--- src/rtl/store_buffer_pkg.sv ---
// Store buffer shared types and defaults.
// Entry layout and word-index helper.
package store_buffer_pkg;

  localparam int SB_DEPTH = 4;
  localparam int SB_IDX_W = 12;

  typedef struct packed {
    logic [31:0] pc;
    logic [31:0] addr;
    logic [31:0] data;
    logic [3:0]  be;
  } sb_entry_t;

  function automatic logic [29:0] word_of(
    input logic [31:0] a
  );
    return a[31:2];
  endfunction

endpackage

--- src/rtl/sb_match.sv ---
// Load-vs-buffered-store word conflict detector.
// One comparator per slot, gated by valid, OR-reduced.
module sb_match
  import store_buffer_pkg::*;
#(
  parameter int DEPTH = SB_DEPTH,
  parameter int IDX_W = SB_IDX_W
) (
  input  logic [DEPTH-1:0]            valid,
  input  logic [DEPTH-1:0][IDX_W-1:0] idx,
  input  logic [IDX_W-1:0]            ld_idx,
  output logic                        hit
);

  logic [DEPTH-1:0] eq;

  // per-slot compare against the load word index
  always_comb begin
    eq = '0;
    for (int i = 0; i < DEPTH; i++) begin
      eq[i] = valid[i] && (idx[i] == ld_idx);
    end
  end

  assign hit = |eq;

endmodule

--- src/rtl/store_buffer.sv ---
// CPU store buffer: FIFO of pending stores drained to DM.
// Head drives DM combinationally; loads check word conflicts.
module store_buffer
  import store_buffer_pkg::*;
#(
  parameter int DEPTH = SB_DEPTH,
  parameter int IDX_W = SB_IDX_W
) (
  input  logic                     clk,
  input  logic                     reset,
  input  logic                     st_valid,
  output logic                     st_ready,
  input  logic [31:0]              st_pc,
  input  logic [31:0]              st_addr,
  input  logic [31:0]              st_data,
  input  logic [3:0]               st_be,
  input  logic [31:0]              ld_addr,
  output logic                     ld_conflict,
  input  logic                     dm_ready,
  output logic                     dm_we,
  output logic [31:0]              dm_pc,
  output logic [31:0]              dm_addr,
  output logic [31:0]              dm_data,
  output logic [3:0]               dm_be,
  output logic                     empty,
  output logic                     full,
  output logic [$clog2(DEPTH):0]   count
);

  localparam int PW = $clog2(DEPTH);
  localparam int CW = PW + 1;

  sb_entry_t                   mem [DEPTH];
  sb_entry_t                   head;
  sb_entry_t                   wr_ent;
  logic [DEPTH-1:0]            valid;
  logic [PW-1:0]               wptr;
  logic [PW-1:0]               rptr;
  logic [CW-1:0]               cnt;
  logic                        push;
  logic                        pop;
  logic [DEPTH-1:0][IDX_W-1:0] ent_idx;
  logic [IDX_W-1:0]            ld_idx;
  logic [29:0]                 ld_word;
  logic                        unused_ld;

  assign empty = (cnt == '0);
  assign full  = (cnt == CW'(DEPTH));
  assign count = cnt;

  assign head    = mem[rptr];
  assign dm_we   = !empty;
  assign dm_pc   = head.pc;
  assign dm_addr = head.addr;
  assign dm_data = head.data;
  assign dm_be   = head.be;

  assign pop      = dm_we && dm_ready;
  assign st_ready = !full || pop;
  // zero byte-enable stores are accepted but never buffered
  assign push     = st_valid && st_ready && (st_be != 4'h0);

  assign wr_ent = '{
    pc:   st_pc,
    addr: st_addr,
    data: st_data,
    be:   st_be
  };

  // payload storage; pointers and valid bits gate visibility
  always_ff @(posedge clk) begin
    if (push) begin
      mem[wptr] <= wr_ent;
    end
  end

  // pointers, occupancy and slot valid bits
  always_ff @(posedge clk or negedge reset) begin
    if (!reset) begin
      wptr  <= '0;
      rptr  <= '0;
      cnt   <= '0;
      valid <= '0;
    end else begin
      if (pop) begin
        rptr        <= rptr + 1'b1;
        valid[rptr] <= 1'b0;
      end
      if (push) begin
        wptr        <= wptr + 1'b1;
        valid[wptr] <= 1'b1;
      end
      case ({push, pop})
        2'b10:   cnt <= cnt + 1'b1;
        2'b01:   cnt <= cnt - 1'b1;
        default: cnt <= cnt;
      endcase
    end
  end

  assign ld_word   = word_of(ld_addr);
  assign ld_idx    = ld_word[IDX_W-1:0];
  assign unused_ld = ^{ld_addr[1:0], ld_word};

  // word index of every slot for the conflict check
  always_comb begin
    ent_idx = '0;
    for (int i = 0; i < DEPTH; i++) begin
      ent_idx[i] = mem[i].addr[IDX_W+1:2];
    end
  end

  sb_match #(
    .DEPTH (DEPTH),
    .IDX_W (IDX_W)
  ) u_match (
    .valid  (valid),
    .idx    (ent_idx),
    .ld_idx (ld_idx),
    .hit    (ld_conflict)
  );

endmodule

--- config.mk ---
export PLATFORM = sky130hd
export DESIGN_NAME = store_buffer
export DESIGN_NICKNAME = d
export VERILOG_FILES = /design/src/rtl/store_buffer_pkg.sv /design/src/rtl/sb_match.sv /design/src/rtl/store_buffer.sv
export SDC_FILE = /design/constraint.sdc
export NUM_CORES = 1
export LEC_CHECK = 0
export ABC_AREA = 1
export BUFFER_PORTS_ARGS = -buffer_cell sky130_fd_sc_hd__buf_2
export CAP_MARGIN = 0
export CORE_MARGIN = 4
export CORE_UTILIZATION = 45
export CTS_CLUSTER_SIZE = 12
export DETAILED_ROUTE_END_ITERATION = 12
export HOLD_SLACK_MARGIN = 0.12
export PLACE_DENSITY = 0.62
export SLEW_MARGIN = 20
export SYNTH_ARGS = -nofsm -noshare
export SYNTH_HDL_FRONTEND = slang
export SYNTH_HIERARCHICAL = 1
export SYNTH_SLANG_ARGS = --single-unit
--- constraint.sdc ---
create_clock -name clk -period 4.6 [get_ports clk]
set_input_delay 0.23 -clock clk [delete_from_list [all_inputs] [get_ports clk]]
set_output_delay 0.23 -clock clk [all_outputs]
set_load 0.05 [all_outputs]
### After elaboration in Yosys (flattened, before gate mapping)

Memories as Yosys holds them, arrays and structs flattened.
Index checks and enable logic that the tools add are counted.

| word-level totals | value |
|---|---|
| flip-flop bits (word level) | 11 |
| bits of input ports | 136 |
| word-level logic and storage cells | 48 |
| memory bits (writable) | 400 |
| memories kept | 1 |

Memories:

| name | depth | width | rd ports | clocked after Yosys merged registers in | write ports | line | RTL |
|---|---|---|---|---|---|---|---|
| mem | 4 | 100 | 5 | 0 | 1 | store_buffer.sv:33 | `sb_entry_t mem [DEPTH];` |

| cells by class | value |
|---|---|
| reduce and logical (&&, ||, !) cells | 16 |
| equal/unequal tests | 7 |
| muxes and demuxes | 9 |
| magnitude comparators | 4 |
| add/subtract/negate cells | 4 |
| bitwise logic cells | 3 |

Operator list:

| operator | count |
|---|---|
| equality test 12 bit | 4 |
| logical AND 1 bit | 9 |
| two-way mux 4 bit | 2 |
| less-than comparator 2 x 3 -> 1 bit (second input constant) | 2 |
| case mux 3 bit (2 select lines) | 1 |
| adder 2 x 1 -> 2 bit (second input constant) | 2 |
| bitwise AND 4 bit | 1 |
| demux 1 bit (select 2 bit) | 2 |
| >= comparator 2 x 1 -> 1 bit (second input constant) | 2 |
| two-way mux 1 bit | 4 |
| NOT 4 bit | 1 |
| OR 4 bit | 1 |
| nonzero test 4 bit | 1 |
| OR reduction 4 bit | 1 |
| adder 3 x 1 -> 3 bit (second input constant) | 1 |
| equality test 3 bit (second input constant) | 1 |
| logical NOT 3 bit | 1 |
| subtractor 3 x 1 -> 3 bit (second input constant) | 1 |
| equality test 2 x 1 -> 1 bit (second input constant) | 1 |
| equality test 2 bit (second input constant) | 1 |
| logical NOT 1 bit | 2 |
| nonzero test 2 bit | 1 |
| logical OR 1 bit | 1 |

### Longest topological paths before layout

| logic depth | value |
|---|---|
| word-level depth | 9 |
| depth in mapped cells | 11 |
| depth with buffers taken out | 11 |

### Cells and area by module

The synthesis kept the hierarchy.

By module, submodules not included:

| module | sequential area each (sq um) | cells each | times used | area an instance (sq um) |
|---|---|---|---|---|
| store_buffer | 12286.8 | 1044 | 1 | 15605.0 |
| sb_match | 0.0 | 222 | 1 | 907.1 |

### Least setup slack after synthesis

Ideal clock, no wire load.

| timing path | value |
|---|---|
| kind | flip-flop to flip-flop |
| start | reg cnt[0] (netlist: count[0]) |
| end | mem mem[0][0] in the netlist's numbering, enable pin |
| buffers on the path | 0 |
| stages on the path, launching flop included | 5 |
| data arrival time | 3242 ps |
| setup time | 453 ps |
| path slack | 905 ps |
| clock period less this slack | 3695 ps |
| cell sequence | dfrtp_1 nor2_1 nand3_2 nand4_1 inv_1 |

| between the ends | value |
|---|---|
| cells in the longest elaborated chain, start to end | 8 |
| elaborated cells on any way between the ends | 10 |
| those cells by class | eq/ne (1); mux (2); reduce/logical (7) |

RTL lines:

| element | line | RTL |
|---|---|---|
| start, declared | store_buffer.sv:39 | `logic [CW-1:0] cnt;` |
| start signal, assigned | store_buffer.sv:94 | `2'b10: cnt <= cnt + 1'b1;` |
| start signal, assigned | store_buffer.sv:95 | `2'b01: cnt <= cnt - 1'b1;` |
| start signal, assigned | store_buffer.sv:96 | `default: cnt <= cnt;` |
| logical NOT 3 bit | store_buffer.sv:47 | `assign empty = (cnt == '0);` |
| logical NOT 1 bit | store_buffer.sv:52 | `assign dm_we = !empty;` |
| logical AND 1 bit | store_buffer.sv:58 | `assign pop = dm_we && dm_ready;` |
| logical OR 1 bit * | store_buffer.sv:59 | `assign st_ready = !full \|\| pop;` |
| via st_ready | store_buffer.sv:12 | `output logic st_ready,` |
| logical AND 1 bit * (2 in a row) | store_buffer.sv:61 | `assign push = st_valid && st_ready && (st_be != 4'h0);` |
| two-way mux 1 bit * | store_buffer.sv:72 | `if (push) begin` |
| two-way mux 1 bit (implied by the code) * | store_buffer.sv:73 | `mem[wptr] <= wr_ent;` |
| end, declared | store_buffer.sv:33 |  |

Mark *: on every way through the listed nets, which the timed path passes. The rest lies on a longest branch.

### Worst setup path after layout

| timing path | value |
|---|---|
| start | reg rptr[1] |
| end | out dm_addr[2] |

| between the ends | value |
|---|---|
| cells in the longest elaborated chain, start to end | 1 |

RTL lines:

| element | line | RTL |
|---|---|---|
| start, declared | store_buffer.sv:38 | `logic [PW-1:0] rptr;` |
| start signal, assigned | store_buffer.sv:86 | `rptr <= rptr + 1'b1;` |
| memory (4 x 100 bit) | -- |  |
| end, declared | store_buffer.sv:22 | `output logic [31:0] dm_addr,` |

Every way passes these cells.

==> results.toml <==
[outcome]
status = "finished clean"

[synthesis]
synthXorXnorAreaFrac_pct = 0.265
synth-seq-cells = 411
synthAdderAreaFrac_pct = 0.803
synth_cell_types = 35
synthMuxAreaShare_pct = 0
syn_nets = 1412
ys_seq_area_share_pct = 74.4
synth_top_family_by_area = "compound AO/OA/AOI/OAI gates"
synth-simple-area-share_pct = 9.36
synthCells = 1266
postSynthAreaPerCell_um2 = 13.0
synth_area_um2 = 16500
synth_compound_area_share_pct = 10.4
yosysWarnings = 6

[clock_tree]
clk_pin_slew_ps = 60
ctsHoldBuffers = 104
cts_tree = "yes"
clk_path_buf_depth = 3
cts_resized = 0
cts_sinks = 411
cts_setup_buffers = 0
clock_latency_ps = 550
clockRootBuffer = "clkbuf_16"
h-tree-depth = 2
numCtsBuffers = 43

[cells_and_area]
mostFrequentLayoutCells = "edfxtp_1, nor2_1, buf_2"
nNetsFinal = 1730
finalInstanceArea_um2 = 20100
final_common_cell = "edfxtp_1"
post-route-util_pct = 55.9
area_growth_pct = 21.6
drive_above_1_share_pct = 19.5

[timing]
tns_ps = 0
period_share_pct = 67.4
relSlewSlack_pct = 32.8
finalClockSkew_ps = 13.6
slew_viol_final = 0
finalSetupViolCount = 0
max_slew.worst_pin.slew_ps = 1010
fmax_ghz = 0.322
rsz0062_at_grt = "no"
period_minus_slack_ps = 3100
hold_viol_final = 0
worst_slack_ps = 1500

[setup_path]
reg2reg_from = "count[1]"
cp.arrival_ps = 2870
crit_fanout = 37
critPathCaptureType = "output port"
r2r_cells = 5
worst-endpoint-required_ps = 4370
r2r_slack_ps = 2230
start_kind = "flip-flop"
critical_path_class = "flip-flop to output port"
r2r_end = "mem[3][67]"

[pwr]
swShare_pct = 44.8
internal-power_mw = 7.92
peakVddDrop_mv = 0.555
power_switching_mw = 6.43
p_leak_nw = 7.43
power.density_nw_per_um2 = 715
combPwrFrac_pct = 43.6
clkPwrFrac_pct = 20.9
pwr-share-seq_pct = 35.5

[flow_run]
cap_violations = 0

[floorplan]
dieHeight_um = 200
start_util_pct = 46.0
rows = 69
core_area_um2 = 35900
die_w_um = 200
dieArea_um2 = 39800
num_io_pins = 244

[placement]
place_hpwl_um = 20700
finalWeightedCongestion = 0.783
port_buffers = 223
dpl-instance-area_um2 = 17800
pre_cts_slack_ps = 2030

[routing]
vias_per_cell = 5.17
ant_nets = 0
drt_wl_total_um = 37600
drc_errors = 0
vias = 10700
first_pass_iters = 5
wire_per_inst_um = 18.2
drtIter0Drc = 610

[grt]
grt.total_usage_pct = 18.8
grt_pass1_vias = 10600
grt_remaining_overflow = 0
grt_pass1_wl_um = 58100
antenna_found_initial = 2
grt_max_degree = 203

[hold_path]
hp-start = "st_pc[19]"
holdPathStages = 2
worst_hold_path_type = "input pin to flip-flop"
min_to = "mem[2][87]"
-- per-stage QoR --
stage          cells  total power, mW  hold slack (ps)
6_report        2069             14.4              434
5_1_grt         2069             15.1              425
4_1_cts         2068             14.5              387
3_5_place_dp    1896             11.4              126
3_3_place_gp    1896             11.4              122
2_1_floorplan   1266             10.0            -65.6
-- synthesized netlist by cell type (all sizes together) --
cell type	instances	area, µm²
nor3	1	5.00
nand3	10	55.1
o211ai	4	35.0
nand4	6	37.5
fa	1	20.0
a21boi	3	22.5
or2	3	18.8
nor2	229	875
dfrtp	11	275
edfxtp	400	12000
o21ai	206	1040
nand3b	1	7.51
inv	66	253
nand2	145	547
xor2	2	17.5
o22ai	100	626
ha	9	113
xnor2	3	26.3
buf	34	379
clkbuf	32	150
-- cell type report --
type,instances,area [µm²]
Fill cell,2954,15800
Multi-Input combinational cell,723,3440
Sequential cell,411,12300
Inverter,66,264
Tap cell,461,577
Clock buffer,53,1110
Timing Repair Buffer,339,2310
Antenna cell,1,2.50
Clock inverter,15,70.1
-- flip-flops by register name, summed over array words and instances (netlist names) --
signal  count
valid       4
count       3
wptr        2
mem       400
rptr        2
-- worst max-delay path by stage --
stage                         from          end  depth (start not counted)
after global placement     rptr[1]  dm_addr[13]                          4
final                      rptr[1]   dm_addr[2]                          5
after global routing       rptr[1]   dm_addr[2]                          5
after floorplan           count[0]    mem[0][0]                          4
after detailed placement   rptr[1]  dm_data[12]                          5
after CTS                  rptr[1]  dm_data[12]                          5
-- metal layers --
layer | part of all wire [%] | routed length (µm) | GRT usage [%] | vias up
met5 | 0.035 | 13 | 0 | -
met4 | 1.8 | 689 | 5.58 | 2
met3 | 6.0 | 2240 | 3.96 | 49
met2 | 50 | 18600 | 32.3 | 255
met1 | 43 | 16000 | 24.3 | 5178
li1 | - | - | - | 5210
-- cells by family (layout without fill, tap and decap cells) --
| kind of cell | Yosys count | after routing |
|---|---|---|
| compound gates | 313 | 313 |
| fa+ha+maj | 10 | 10 |
| xor+xnor | 5 | 5 |
| flops | 411 | 411 |
| buf+inv | 132 | 473 |
| simple gates | 395 | 395 |
| other cells | 0 | 1 |
-- critical path, cell delays in order, from the launching register on --
cell and delay [ps]:
dfrtp_4 640, clkinv_2 480, buf_4 520, o21ai_1 130, o22ai_1 220, buf_2 310
-- power groups by stage --
stage	clock (mW)	sequential, mW	combinational (mW)
2_1_floorplan	0	5.17	4.86
3_3_place_gp	0	5.15	6.22
5_1_grt	3.24	5.15	6.72
3_5_place_dp	0	5.17	6.26
6_report	3.00	5.09	6.25
4_1_cts	3.09	5.09	6.34
Power figures use the tool's default switching activity.
